## config.mk

```make
export PLATFORM = sky130hd
export DESIGN_NAME = sprite_pixel_fetch
export DESIGN_NICKNAME = d
export VERILOG_FILES = /design/src/rtl/fighter_pkg.sv /design/src/rtl/punch_anim_fsm.sv /design/src/rtl/sprite_pixel_fetch.sv
export SDC_FILE = /design/constraint.sdc
export NUM_CORES = 1
export LEC_CHECK = 0
export CAP_MARGIN = 20
export CORE_MARGIN = 5
export CORE_UTILIZATION = 45
export DETAILED_ROUTE_END_ITERATION = 10
export MAX_ROUTING_LAYER = met4
export PLACE_DENSITY = 0.78
export SYNTH_ARGS = -nofsm -noshare
export SYNTH_HDL_FRONTEND = slang
export SYNTH_SLANG_ARGS = --single-unit
export TNS_END_PERCENT = 5
```

## constraint.sdc

```tcl
create_clock -name Clk -period 4.1 [get_ports Clk]
set_clock_uncertainty 0.1 [all_clocks]
set_input_delay 0.82 -clock Clk [delete_from_list [all_inputs] [get_ports Clk]]
set_output_delay 0.82 -clock Clk [all_outputs]
set_load 0.02 [all_outputs]
```

## src/rtl/fighter_pkg.sv

```systemverilog
// Shared types and constants for the fighter renderer.
//   anim_state_t    : punch animation states
//   FRAME_*         : anim_frame encodings selecting the sprite ROM frame
//   TRANSPARENT_IDX : palette index treated as the see-through colour key
//   frame_of()      : maps an animation state to its sprite frame
package fighter_pkg;

   typedef enum logic [1:0] {
      IDLE,
      WINDUP,
      STRIKE,
      RECOVER
   } anim_state_t;

   localparam logic [1:0] FRAME_IDLE   = 2'd0;
   localparam logic [1:0] FRAME_MID    = 2'd1;
   localparam logic [1:0] FRAME_STRIKE = 2'd2;

   localparam logic [3:0] TRANSPARENT_IDX = 4'd0;

   function automatic logic [1:0] frame_of(anim_state_t s);
      case (s)
         IDLE:    return FRAME_IDLE;
         STRIKE:  return FRAME_STRIKE;
         default: return FRAME_MID;
      endcase
   endfunction

endpackage

```

## src/rtl/punch_anim_fsm.sv

```systemverilog
// Punch animation sequencer: IDLE -> WINDUP -> STRIKE -> RECOVER -> IDLE, advancing
// only on frame_tick so sprite frames change during vblank.
// Ports:
//   Clk, Reset  : pixel clock, synchronous active-high reset
//   frame_tick  : one-cycle pulse per video frame
//   punch_req   : punch request (level or pulse), honoured only in IDLE
//   anim_frame  : registered sprite frame (0 idle, 1 windup/recover, 2 strike)
//   busy        : registered, high whenever not IDLE
module punch_anim_fsm
   import fighter_pkg::*;
#(
   parameter int unsigned HOLD_WINDUP  = 4,
   parameter int unsigned HOLD_STRIKE  = 6,
   parameter int unsigned HOLD_RECOVER = 4
) (
   input  logic       Clk,
   input  logic       Reset,
   input  logic       frame_tick,
   input  logic       punch_req,
   output logic [1:0] anim_frame,
   output logic       busy
);

   localparam int unsigned CNT_W = 8;
   localparam logic [CNT_W-1:0] LAST_WINDUP  = CNT_W'(HOLD_WINDUP - 1);
   localparam logic [CNT_W-1:0] LAST_STRIKE  = CNT_W'(HOLD_STRIKE - 1);
   localparam logic [CNT_W-1:0] LAST_RECOVER = CNT_W'(HOLD_RECOVER - 1);

   anim_state_t      state_q, state_d;
   logic [CNT_W-1:0] cnt_q, cnt_d;
   logic             pending_q, pending_d;
   logic [1:0]       anim_frame_q;
   logic             busy_q;

   always_comb begin
      state_d   = state_q;
      cnt_d     = cnt_q;
      pending_d = pending_q;
      unique case (state_q)
         IDLE: begin
            // A request in the same cycle as the tick starts immediately.
            if (frame_tick && (pending_q || punch_req)) begin
               state_d   = WINDUP;
               cnt_d     = '0;
               pending_d = 1'b0;
            end else if (punch_req) begin
               pending_d = 1'b1;
            end
         end
         WINDUP: begin
            if (frame_tick) begin
               if (cnt_q == LAST_WINDUP) begin
                  state_d = STRIKE;
                  cnt_d   = '0;
               end else begin
                  cnt_d = cnt_q + 1'b1;
               end
            end
         end
         STRIKE: begin
            if (frame_tick) begin
               if (cnt_q == LAST_STRIKE) begin
                  state_d = RECOVER;
                  cnt_d   = '0;
               end else begin
                  cnt_d = cnt_q + 1'b1;
               end
            end
         end
         RECOVER: begin
            if (frame_tick) begin
               if (cnt_q == LAST_RECOVER) begin
                  state_d = IDLE;
                  cnt_d   = '0;
               end else begin
                  cnt_d = cnt_q + 1'b1;
               end
            end
         end
      endcase
   end

   always_ff @(posedge Clk) begin
      if (Reset) begin
         state_q      <= IDLE;
         cnt_q        <= '0;
         pending_q    <= 1'b0;
         anim_frame_q <= FRAME_IDLE;
         busy_q       <= 1'b0;
      end else begin
         state_q      <= state_d;
         cnt_q        <= cnt_d;
         pending_q    <= pending_d;
         // Decoded from the next state so outputs move with the state itself.
         anim_frame_q <= frame_of(state_d);
         busy_q       <= (state_d != IDLE);
      end
   end

   assign anim_frame = anim_frame_q;
   assign busy       = busy_q;

endmodule

```

## src/rtl/sprite_pixel_fetch.sv

```systemverilog
// Per-pixel sprite fetch: hit-tests the beam against the fighter box, forms the
// sprite ROM address for the current animation frame (optionally mirrored), and
// returns the palette index three cycles after the beam sample.
// Ports:
//   Clk, Reset              : pixel clock, synchronous active-high reset
//   frame_tick, punch_req   : animation controls (see punch_anim_fsm)
//   facing_left             : mirror sprite horizontally
//   DrawX, DrawY            : beam position
//   SpriteX, SpriteY        : sprite top-left corner
//   rom_addr / rom_q        : registered ROM address, ROM data one cycle later
//   pal_index, pix_valid    : palette index and opacity flag
//   anim_frame, busy        : animation frame and activity
module sprite_pixel_fetch
   import fighter_pkg::*;
#(
   parameter int unsigned SPR_W        = 64,
   parameter int unsigned SPR_H        = 96,
   parameter int unsigned ADDR_W       = 15,
   parameter int unsigned HOLD_WINDUP  = 4,
   parameter int unsigned HOLD_STRIKE  = 6,
   parameter int unsigned HOLD_RECOVER = 4
) (
   input  logic              Clk,
   input  logic              Reset,
   input  logic              frame_tick,
   input  logic              punch_req,
   input  logic              facing_left,
   input  logic [9:0]        DrawX,
   input  logic [9:0]        DrawY,
   input  logic [9:0]        SpriteX,
   input  logic [9:0]        SpriteY,
   output logic [ADDR_W-1:0] rom_addr,
   input  logic [3:0]        rom_q,
   output logic [3:0]        pal_index,
   output logic              pix_valid,
   output logic [1:0]        anim_frame,
   output logic              busy
);

   localparam logic [ADDR_W-1:0] FRAME_PIX = ADDR_W'(SPR_W * SPR_H);
   localparam logic [ADDR_W-1:0] ROW_PIX   = ADDR_W'(SPR_W);
   localparam logic [9:0]        COL_MAX   = 10'(SPR_W - 1);

   logic [10:0]       dx_ext, dy_ext, sx_ext, sy_ext;
   logic              hit;
   logic [9:0]        dx_off, dy_off, col;
   logic [ADDR_W-1:0] addr_c;

   logic [ADDR_W-1:0] rom_addr_q;
   logic [2:0]        hit_pipe_q;
   logic [3:0]        pal_index_q;

   punch_anim_fsm #(
      .HOLD_WINDUP  (HOLD_WINDUP),
      .HOLD_STRIKE  (HOLD_STRIKE),
      .HOLD_RECOVER (HOLD_RECOVER)
   ) u_anim (
      .Clk        (Clk),
      .Reset      (Reset),
      .frame_tick (frame_tick),
      .punch_req  (punch_req),
      .anim_frame (anim_frame),
      .busy       (busy)
   );

   // Box test done at 11 bits so a sprite near x=1023 does not wrap to 0.
   always_comb begin
      dx_ext = {1'b0, DrawX};
      dy_ext = {1'b0, DrawY};
      sx_ext = {1'b0, SpriteX};
      sy_ext = {1'b0, SpriteY};
      hit    = (dx_ext >= sx_ext) && (dx_ext < sx_ext + 11'(SPR_W)) &&
               (dy_ext >= sy_ext) && (dy_ext < sy_ext + 11'(SPR_H));
      dx_off = DrawX - SpriteX;
      dy_off = DrawY - SpriteY;
      col    = facing_left ? (COL_MAX - dx_off) : dx_off;
      addr_c = ADDR_W'(anim_frame) * FRAME_PIX + ADDR_W'(dy_off) * ROW_PIX + ADDR_W'(col);
   end

   // hit_pipe_q[1] lines up with rom_q; [2] lines up with pal_index_q.
   always_ff @(posedge Clk) begin
      if (Reset) begin
         rom_addr_q  <= '0;
         hit_pipe_q  <= '0;
         pal_index_q <= TRANSPARENT_IDX;
      end else begin
         rom_addr_q  <= hit ? addr_c : '0;
         hit_pipe_q  <= {hit_pipe_q[1:0], hit};
         pal_index_q <= hit_pipe_q[1] ? rom_q : TRANSPARENT_IDX;
      end
   end

   assign rom_addr  = rom_addr_q;
   assign pal_index = pal_index_q;
   assign pix_valid = hit_pipe_q[2] && (pal_index_q != TRANSPARENT_IDX);

endmodule
```

== Yosys cells after proc, flatten, opt, wreduce, memory -nomap -nowiden ==
Cells that the tools add are included.

* Reduce and logical (&&, ||, !) cells: 16
* Add/sub/neg operators: 8
* Bitwise gates (word level): 2
* Eq/ne operators: 9
* Multiply operators: 1
* Order comparisons: 4
* Muxes and demuxes: 18

{| class="wikitable"
|+ Operators by type and width
! kind !! number
|-
| 8-bit 2-to-1 mux || 5
|-
| 8-bit one-hot mux with 3 select lines || 1
|-
| 10-bit by 7-bit adder with 11-bit output, second input constant || 2
|-
| 10-bit by 11-bit less-than comparator with 1-bit output || 2
|-
| 10-bit greater-or-equal comparator || 2
|-
| 15-bit by 10-bit adder with 15-bit output || 1
|-
| 15-bit adder || 1
|-
| 2-bit 2-to-1 mux || 7
|-
| 10-bit 2-to-1 mux || 1
|-
| 10-bit subtractor || 1
|-
| 6-bit by 10-bit subtractor with 10-bit output, first input constant || 1
|-
| 9-bit subtractor || 1
|-
| 8-bit by 1-bit adder with 8-bit output, second input constant || 1
|-
| 8-bit by 2-bit equality test with 1-bit output, second input constant || 1
|-
| 8-bit by 3-bit equality test with 1-bit output, second input constant || 1
|-
| 2-bit one-hot mux with 4 select lines || 1
|-
| 2-bit equality test, second input constant || 3
|-
| 2-bit OR reduction || 3
|-
| 1-bit logical AND || 5
|-
| 2-bit zero test || 2
|-
| 2-bit by 2-bit multiplier with 4-bit output, second input constant || 1
|-
| 2-bit by 1-bit inequality test with 1-bit output, second input constant || 2
|-
| 2-bit one-hot mux with 2 select lines || 1
|-
| 2-bit nonzero test || 2
|-
| 8 further kinds || 10
|}

* Logic and storage cells: 66
* Input port bits: 49
* Output and inout bits: 23
* Register bits: 36

== Logic depth before layout (Yosys ltp) ==
Gate-level depths: netlist (run 1).

* Depth after elaboration: 7
* Gate-level depth with buffers: 20
* Gate-level depth less buffers: 20

== Modules after synthesis ==
Synthesis (run 1) repeated with hierarchy kept, for this count alone.

* Cell total of the unflattened synthesis: 346
* Area, all modules: 2946.6 sq um

{| class="wikitable"
|+ By module, submodules not included
! module !! sequential area each (sq um) !! times used !! area each (sq um) !! cells each
|-
| sprite_pixel_fetch || 440.4 || 1 || 2240.9 || 271
|-
| punch_anim_fsm || 280.3 || 1 || 705.7 || 75
|}

== Worst setup path after synthesis (run 1) ==
Ideal clock, no wire load.

* Path kind: input port to flip-flop
* Start point: input DrawX[0]
* End point: register rom_addr_q[13], in the netlist rom_addr[13]
* Arrival: 3.880 ns
* Path slack: -0.009 ns
* Cell stages on the path: 20
* Library setup time: 0.129 ns
* Required time: 3.871 ns
* Path buffers: 0
* Path through: inv_1 > ha_1 > fa_1 > nand2b_1 > a21oi_1 > o21a_1 > nor2_1 > xnor2_1 > inv_1 > ha_1 > nand2_1 > o21ai_0 > ha_1 > a21o_1 > a21oi_1 > nor2b_1 > o21ai_0 > o21ai_0 > xnor2_1 > nor2_1

* Cells in the longest elaborated chain, start to end: 6
* Elaborated cells on any way between the ends: 11
* Classes of those cells: add/sub: 3; order compare: 2; mux: 1; bitwise: 1; reduce/logical: 4

{| class="wikitable"
|+ Ends and longest elaborated chain
! item !! RTL line !! RTL
|-
| start: declaration || sprite_pixel_fetch.sv:28 || <nowiki>input logic [9:0] DrawX,</nowiki>
|-
| branches (longest 6 deep; another with 15-bit by 10-bit adder with 15-bit output) || - ||
|-
| end signal: assignment || sprite_pixel_fetch.sv:87 || <nowiki>rom_addr_q <= hit ? addr_c : '0;</nowiki>
|-
| end: declaration || sprite_pixel_fetch.sv:49 || <nowiki>logic [ADDR_W-1:0] rom_addr_q;</nowiki>
|}

Several ways; the timed one is not identified.
A chain may end at the register's enable or synchronous reset.

== Final worst setup path (run 1) ==
* Start point: input SpriteX[3]
* End point: register rom_addr_q[11], in the netlist rom_addr[11]

* Cells in the longest elaborated chain, start to end: 7
* Elaborated cells on any way between the ends: 12
* Classes of those cells: add/sub: 4; order compare: 2; mux: 1; bitwise: 1; reduce/logical: 4

{| class="wikitable"
|+ Ends and longest elaborated chain
! item !! RTL line !! RTL
|-
| start: declaration || sprite_pixel_fetch.sv:30 || <nowiki>input logic [9:0] SpriteX,</nowiki>
|-
| branches (longest 7 deep; another with 15-bit by 10-bit adder with 15-bit output) || - ||
|}

Several ways; the timed one is not identified.

==> results of run 1 <==
-- cell families (layout without fill, tap and decap cells) --
logic type | count (synthesis) | count (layout) | synth area share [%]
buffers and inverters | 42 | 143 | 6.14
AND/OR/NAND/NOR | 83 | 83 | 15.2
AO/OA/AOI/OAI | 70 | 70 | 18.1
adder cells (fa/ha/maj) | 46 | 46 | 21.7
XOR/XNOR | 42 | 42 | 13.4
flip-flops | 35 | 35 | 25.5
-- per-stage QoR --
| stage | instances | cell area (sq um) |
|---|---|---|
| after global placement | 484 | 3710 |
| final | 494 | 3950 |
| after detailed placement | 484 | 3710 |
| after CTS | 493 | 3850 |
| after global routing | 494 | 3950 |
| after floorplan | 318 | 2750 |
-- critical path, cell delays in order --
cell and delay, ns:
clkdlybuf4s50_1 0.46, inv_1 0.06, ha_4 0.23, a21o_1 0.17, a21oi_2 0.15, o21ai_2 0.08
a31oi_1 0.20, xnor2_1 0.20, inv_2 0.11, ha_4 0.28, nand2_2 0.06, o21ai_4 0.13
ha_4 0.23, a21o_1 0.18, a21oi_2 0.20, nor2b_4 0.06, o21ai_2 0.13, buf_4 0.14
xor2_2 0.14, nor2_2 0.04
-- state kept, by name, indices dropped and copies added, names as in the netlist --
| signal | cells |
|---|---|
| u_anim.busy | 1 |
| pal_index | 4 |
| u_anim.cnt_q | 8 |
| u_anim.state_q | 1 |
| rom_addr | 15 |
| u_anim.pending_q | 1 |
| hit_pipe_q | 3 |
| u_anim.anim_frame | 2 |
-- power groups by stage --
stage	Sequential, uW	Combinational, uW	Clock [uW]
after detailed placement	362	494	0
final	354	557	238
after CTS	354	514	242
after global routing	355	615	260
after floorplan	367	307	0
after global placement	362	474	0
-- layout make-up --
type                       instances  area share, %
clock buffer                       6           1.84
inverter                          37           3.51
clock inverter                     2          0.317
sequential                        35           17.7
multi-input combinational        241           51.2
timing repair buffer              98           23.1
tap                               75           2.37
-- what timing repair did --
action / CTS / global route
resized for setup: 17 / 19
pin swaps: 15 / 13
setup endpoints to repair: 6 / 5
buffers inserted: 1 / 1
-- layout by cell type, fill, tap and decap left out, drive strengths merged, types with 15 or more instances in the layout --
cell type and instances:
a21o 15, xor2 15, buf 27, a21oi 18, nor2 34, ha 43, dfxtp 35, xnor2 27
inv 37, clkdlybuf4s50 66
-- metal layers --
metal  vias up  wire length, um  global-route usage [%]  part of all wire, %
li1       1283                -                       -                    -
met1      1165             2760                    20.0                   42
met2        57             3410                    31.2                   52
met3         9              269                    1.86                  4.1
met4         0               73                    3.71                  1.1
met5         -                0                       -                    0
-- synth_stat cells (3+ instances only) --
master    number
a21o_1        15
a21oi_1       18
a31oi_1        3
and2_1         5
clkbuf_1       3
dfxtp_1       35
fa_1           3
ha_1          43
inv_1         37
nand2_1       12
nand3_1        6
nand4_1        6
nor2_1        25
nor2_2         9
nor2b_1        8
nor3_1         5
o21a_1         3
o21ai_0       13
xnor2_1       27
xor2_1        15
-- worst paths after layout --
check | start | to | slack (ns) | cells after the start
worst max-delay path | SpriteX[3] | rom_addr[11] | 0.07 | 20
worst min-delay path | hit_pipe_q[0] | hit_pipe_q[1] | 0.34 | 1
worst max register to register | u_anim.anim_frame[0] | rom_addr[14] | 1.90 | 9
worst min register to register | hit_pipe_q[0] | hit_pipe_q[1] | 0.34 | 1
==> flow_metrics.py, run 1 <==
metrics = {
    "synth": {
        "synth.distinct_cells": 43,
        "synth.avg_cell_area_sq_um": 8.66,
        "async_reset_ff_share_pct": 0,
        "ys_seq_area_share_pct": 25.5,
        "synth_top_cell_area_share_pct": 25.5,
        "synth_nets": 413,
        "synth_edf_count": 0,
        "synth.area.top_cells": "dfxtp_1, ha_1, xnor2_1, inv_1, xor2_1",
        "netlist_area_sq_mm": 0.00275,
        "synth_seq_cells": 35,
        "synth_warnings": 0,
        "yosys.area.top_type": "dfxtp_1",
        "synthCells": 318,
        "synth_flop_cell": "dfxtp_1",
    },
    "power_and_ir_drop": {
        "p_sw_uw": 391,
        "switching_share_pct": 34.0,
        "p_per_area_mw_per_mm2": 291,
        "power.leakage_uw": 0.00177,
        "peakVddDrop_mv": 0.246,
        "comb_power_share_pct": 48.5,
        "power_uw": 1150,
        "clkPwrFrac_pct": 20.7,
        "sequentialPowerShare_pct": 30.8,
        "internal-power_uw": 759,
    },
    "floorplanning": {
        "rows": 28,
        "die_y_um": 88.2,
        "core_region_area_sq_mm": 0.00592,
        "die_w_um": 88.2,
        "io_pins": 72,
        "start_util_pct": 46.5,
        "die_area_sq_mm": 0.00778,
    },
    "global_routing": {
        "grt_pass1_vias": 2490,
        "grt_pass1_wl_mm": 10.6,
        "grt_start_max_net_pins": 12,
        "grt-ovfl-total": 0,
        "gr-usage-all-layers_pct": 17.0,
        "antenna_found_initial": 0,
    },
    "finish": {
        "multi_input_area_sq_mm": 0.00202,
        "seq_area_sq_um": 701,
        "diodes": 0,
        "nets": 513,
        "fillers": 490,
        "drive_gt1_share_pct": 17.4,
        "fin_util_pct": 66.7,
        "synthToLayoutAreaGrowth_pct": 43.5,
    },
    "sta": {
        "max_freq_mhz": 248,
        "fin_ws_ns": 0.0728,
        "period_needed_ns": 4.03,
        "holdWs_ns": 0.345,
        "setup_viol": 0,
        "finalHoldViolations": 0,
        "post-route-period-util_pct": 98.2,
        "relSlewSlack_pct": 60.1,
        "slew_viol_final": 0,
        "rsz0062_at_grt": "yes",
        "finalSetupTns_ns": 0,
        "worstMarginPinSlew_ns": 0.596,
    },
    "clock_network": {
        "htreeDepth": 2,
        "cts_hold_buf": 0,
        "cts_tree": "yes",
        "cts_sinks": 35,
        "clock-root-buffer": "clkbuf_8",
        "clk_pin_slew_ns": 0.07,
        "cts_buffers": 5,
        "clkLatencyLatePin_ns": 0.28,
        "clk_path_buf_depth": 2,
    },
    "detailed_routing": {
        "viasPerCell": 5.09,
        "wl_per_cell_um": 13.2,
        "via_count": 2514,
        "drt.antenna.violating_nets": 0,
        "drc": 0,
        "totalWireLength_mm": 6.51,
        "dr.pass1.iters": 4,
        "drt_iter0_drc": 71,
    },
    "placement": {
        "gp_congestion": 0.833,
        "dp_worst_setup_slack_ns": -0.658,
        "portBuffers": 71,
        "place.detailed.hpwl_mm": 5.38,
    },
    "setup_path": {
        "worstSetupEndpointType": "flop",
        "path_class": "in -> reg",
        "crit_fanout": 4,
        "arrival_ns": 4.08,
        "cp-start-kind": "input port",
        "cp.required_ns": 4.15,
    },
    "run_status": {
        "status": "finished clean",
    },
    "job": {
        "cap_violations": 0,
    },
    "hold_path": {
        "min-delay-path-class": "reg -> reg",
    },
}
No activity file was read; power rests on OpenSTA's default activity.
==> run 2, diff against run 1 <==
CAP_MARGIN = not set   (was 20)
==> results of run 2 <==
Final layout, timing and power as in run 1 (identical DEF).
==> run 3, diff against run 2 <==
PLACE_DENSITY = 0.81   (was 0.78)
==> run 3 against run 2 <==
  * Utilization up 2.1 points
  * First-iteration DRC count up 42%
  * Die area unchanged
  * Worst setup slack worse by 0.025 ns
  * Flip-flop and latch count unchanged
  * Global-route usage up 1.6 points
  * Power up 8.7%
  * Cell count up 1.2%
  * Routed wire length up 14%
  * Combinational power up 5.9%
  * Count of clock-buffer cells in the layout down 1
  * Sequential power about the same
==> flow_metrics.py, run 3 (synthesis gave the netlist of run 1 again) <==
metrics = {
    "run_status": {
        "status": "finished clean",
    },
    "placement": {
        "gp_congestion": 0.828,
        "place.detailed.hpwl_mm": 5.40,
        "portBuffers": 71,
        "dp_worst_setup_slack_ns": -0.664,
        "postPlaceCellArea_sq_mm": 0.00373,
    },
    "detailed_routing": {
        "wl_met2_mm": 4.12,
        "wl_per_cell_um": 14.8,
        "dr_wl_met3_um": 305,
        "wl_met1_mm": 2.87,
        "viasPerCell": 5.23,
        "top_layer": "met4",
        "via_count": 2615,
        "dr.pass1.iters": 4,
        "drt.antenna.violating_nets": 0,
        "totalWireLength_mm": 7.42,
        "drc": 0,
        "drt_iter0_drc": 101,
    },
    "sta": {
        "setup_viol": 0,
        "max_freq_mhz": 247,
        "worstMarginPinSlew_ns": 0.585,
        "fin_ws_ns": 0.0481,
        "slew_viol_final": 0,
        "post-route-period-util_pct": 98.8,
        "period_needed_ns": 4.05,
        "relSlewSlack_pct": 60.7,
        "finalHoldViolations": 0,
        "finalSetupTns_ns": 0,
    },
    "floorplanning": {
        "rows": 28,
        "io_pins": 72,
        "start_util_pct": 46.5,
        "die_area_sq_mm": 0.00778,
        "die_y_um": 88.2,
        "die_w_um": 88.2,
        "core_region_area_sq_mm": 0.00592,
    },
    "setup_path": {
        "cp_cell_sequence": "clkdlybuf4s50_1 -> inv_1 -> ha_4 -> nand2_2 -> o21ai_2 -> a31oi_1 -> xnor2_1 -> inv_1 -> ha_1 -> nand2_1 -> o21ai_2 -> fa_2 -> a21o_1 -> a21o_1 -> nand3_1 -> a21oi_2 -> xnor2_1 -> nor2_1",
        "arrival_ns": 4.13,
        "crit_family": "adder cells",
        "r2r_cells": 9,
        "worstSetupEndpointType": "flop",
        "cp-start-kind": "input port",
        "crit_fanout": 4,
        "startpoint": "SpriteX[4]",
        "path_class": "in -> reg",
        "path_buf_inv": 3,
        "cp.required_ns": 4.18,
        "cp_slowest_cell": "clkdlybuf4s50_1",
        "r2r_start": "u_anim.anim_frame[0]",
        "crit_path_max_incr_delay_ns": 0.45,
        "crit_cells": 18,
    },
    "hold_path": {
        "hold_path_startpoint": "hit_pipe_q[0]",
        "min_path_cells": 1,
        "min-delay-path-class": "reg -> reg",
    },
    "finish": {
        "drive_gt1_share_pct": 20.2,
        "nets": 519,
        "synthToLayoutAreaGrowth_pct": 48.0,
        "final_area_sq_mm": 0.00408,
        "largest_reg_flops": 15,
        "fin_util_pct": 68.8,
        "diodes": 0,
        "final_common_cell": "clkdlybuf4s50_1",
        "layout.cells.most_common_list": "clkdlybuf4s50_1, ha_1, dfxtp_1",
    },
    "clock_network": {
        "cts_sinks": 35,
        "clk_pin_slew_ns": 0.07,
        "clkLatencyLatePin_ns": 0.28,
        "cts_tree": "yes",
        "cts_buffers": 5,
        "clk_path_buf_depth": 2,
        "htreeDepth": 2,
        "clock-root-buffer": "clkbuf_8",
    },
    "job": {
        "cap_violations": 0,
    },
    "power_and_ir_drop": {
        "power.leakage_uw": 0.00186,
        "p_per_area_mw_per_mm2": 307,
        "power_uw": 1250,
        "peakVddDrop_mv": 0.285,
    },
    "global_routing": {
        "grt_pass1_vias": 2538,
        "grt_pass1_wl_mm": 11.3,
        "grt_start_max_net_pins": 13,
        "grt-ovfl-total": 0,
        "gr-usage-all-layers_pct": 18.7,
        "antenna_found_initial": 0,
    },
}
## run 3: cell count changes in the layout (fill, tap and decap cells not counted), sizes merged, moves of 2 or more
cell | before | now
buf | 27 | 33
clkdlybuf4s50 | 66 | 63
dlygate4sd2 | 4 | 2
dlymetal6s2s | 1 | 5
## run 3: per-layer routing
layer  vias to the layer above  track usage (%)
met4                         0             5.22
met5                         -                -
met3                        14             2.14
li1                       1299                -
met1                      1229             20.4
met2                        73             35.4
## run 3: worst paths after layout
kind	slack, ns	to
max	0.05	rom_addr[14]
min	0.35	hit_pipe_q[1]
max reg2reg	1.72	rom_addr[14]
min reg2reg	0.35	hit_pipe_q[1]
## run 3: where the power goes
group | switching, uW | total (uW) | internal [uW]
registers | 6.01 | 354 | 348
clock network | 125 | 306 | 181
logic | 290 | 590 | 300
## run 3: layout make-up
cell class / instances / area, sq um
Tap cell: 75 / 93.8
Multi-Input combinational cell: 241 / 2060
Inverter: 37 / 139
Clock buffer: 5 / 68.8
Fill cell: 450 / 1850
Clock inverter: 3 / 43.8
Timing Repair Buffer: 104 / 968
Sequential cell: 35 / 701
## run 3: through the flow
stage / hold slack (ns) / instances
after floorplan: 0.314 / 318
after global placement: 0.321 / 486
after detailed placement: 0.336 / 486
after CTS: 0.356 / 499
after global routing: 0.373 / 500
final: 0.350 / 500
## run 3: worst register-to-register path, cell delays in order, from the launching register on
cell and delay [ns]:
dfxtp_1 0.51, inv_1 0.12, ha_1 0.29, inv_1 0.04, ha_1 0.34, or2_2 0.32, a21oi_1 0.24, a21oi_2 0.08
xnor2_1 0.18, nor2_1 0.05
## run 3: what timing repair did
item / in CTS / in global routing
resized for setup: 17 / 33
hold buffers: 0 / 0
setup endpoints to repair: 6 / 6
setup buffers: 5 / 1
pin swaps: 17 / 21
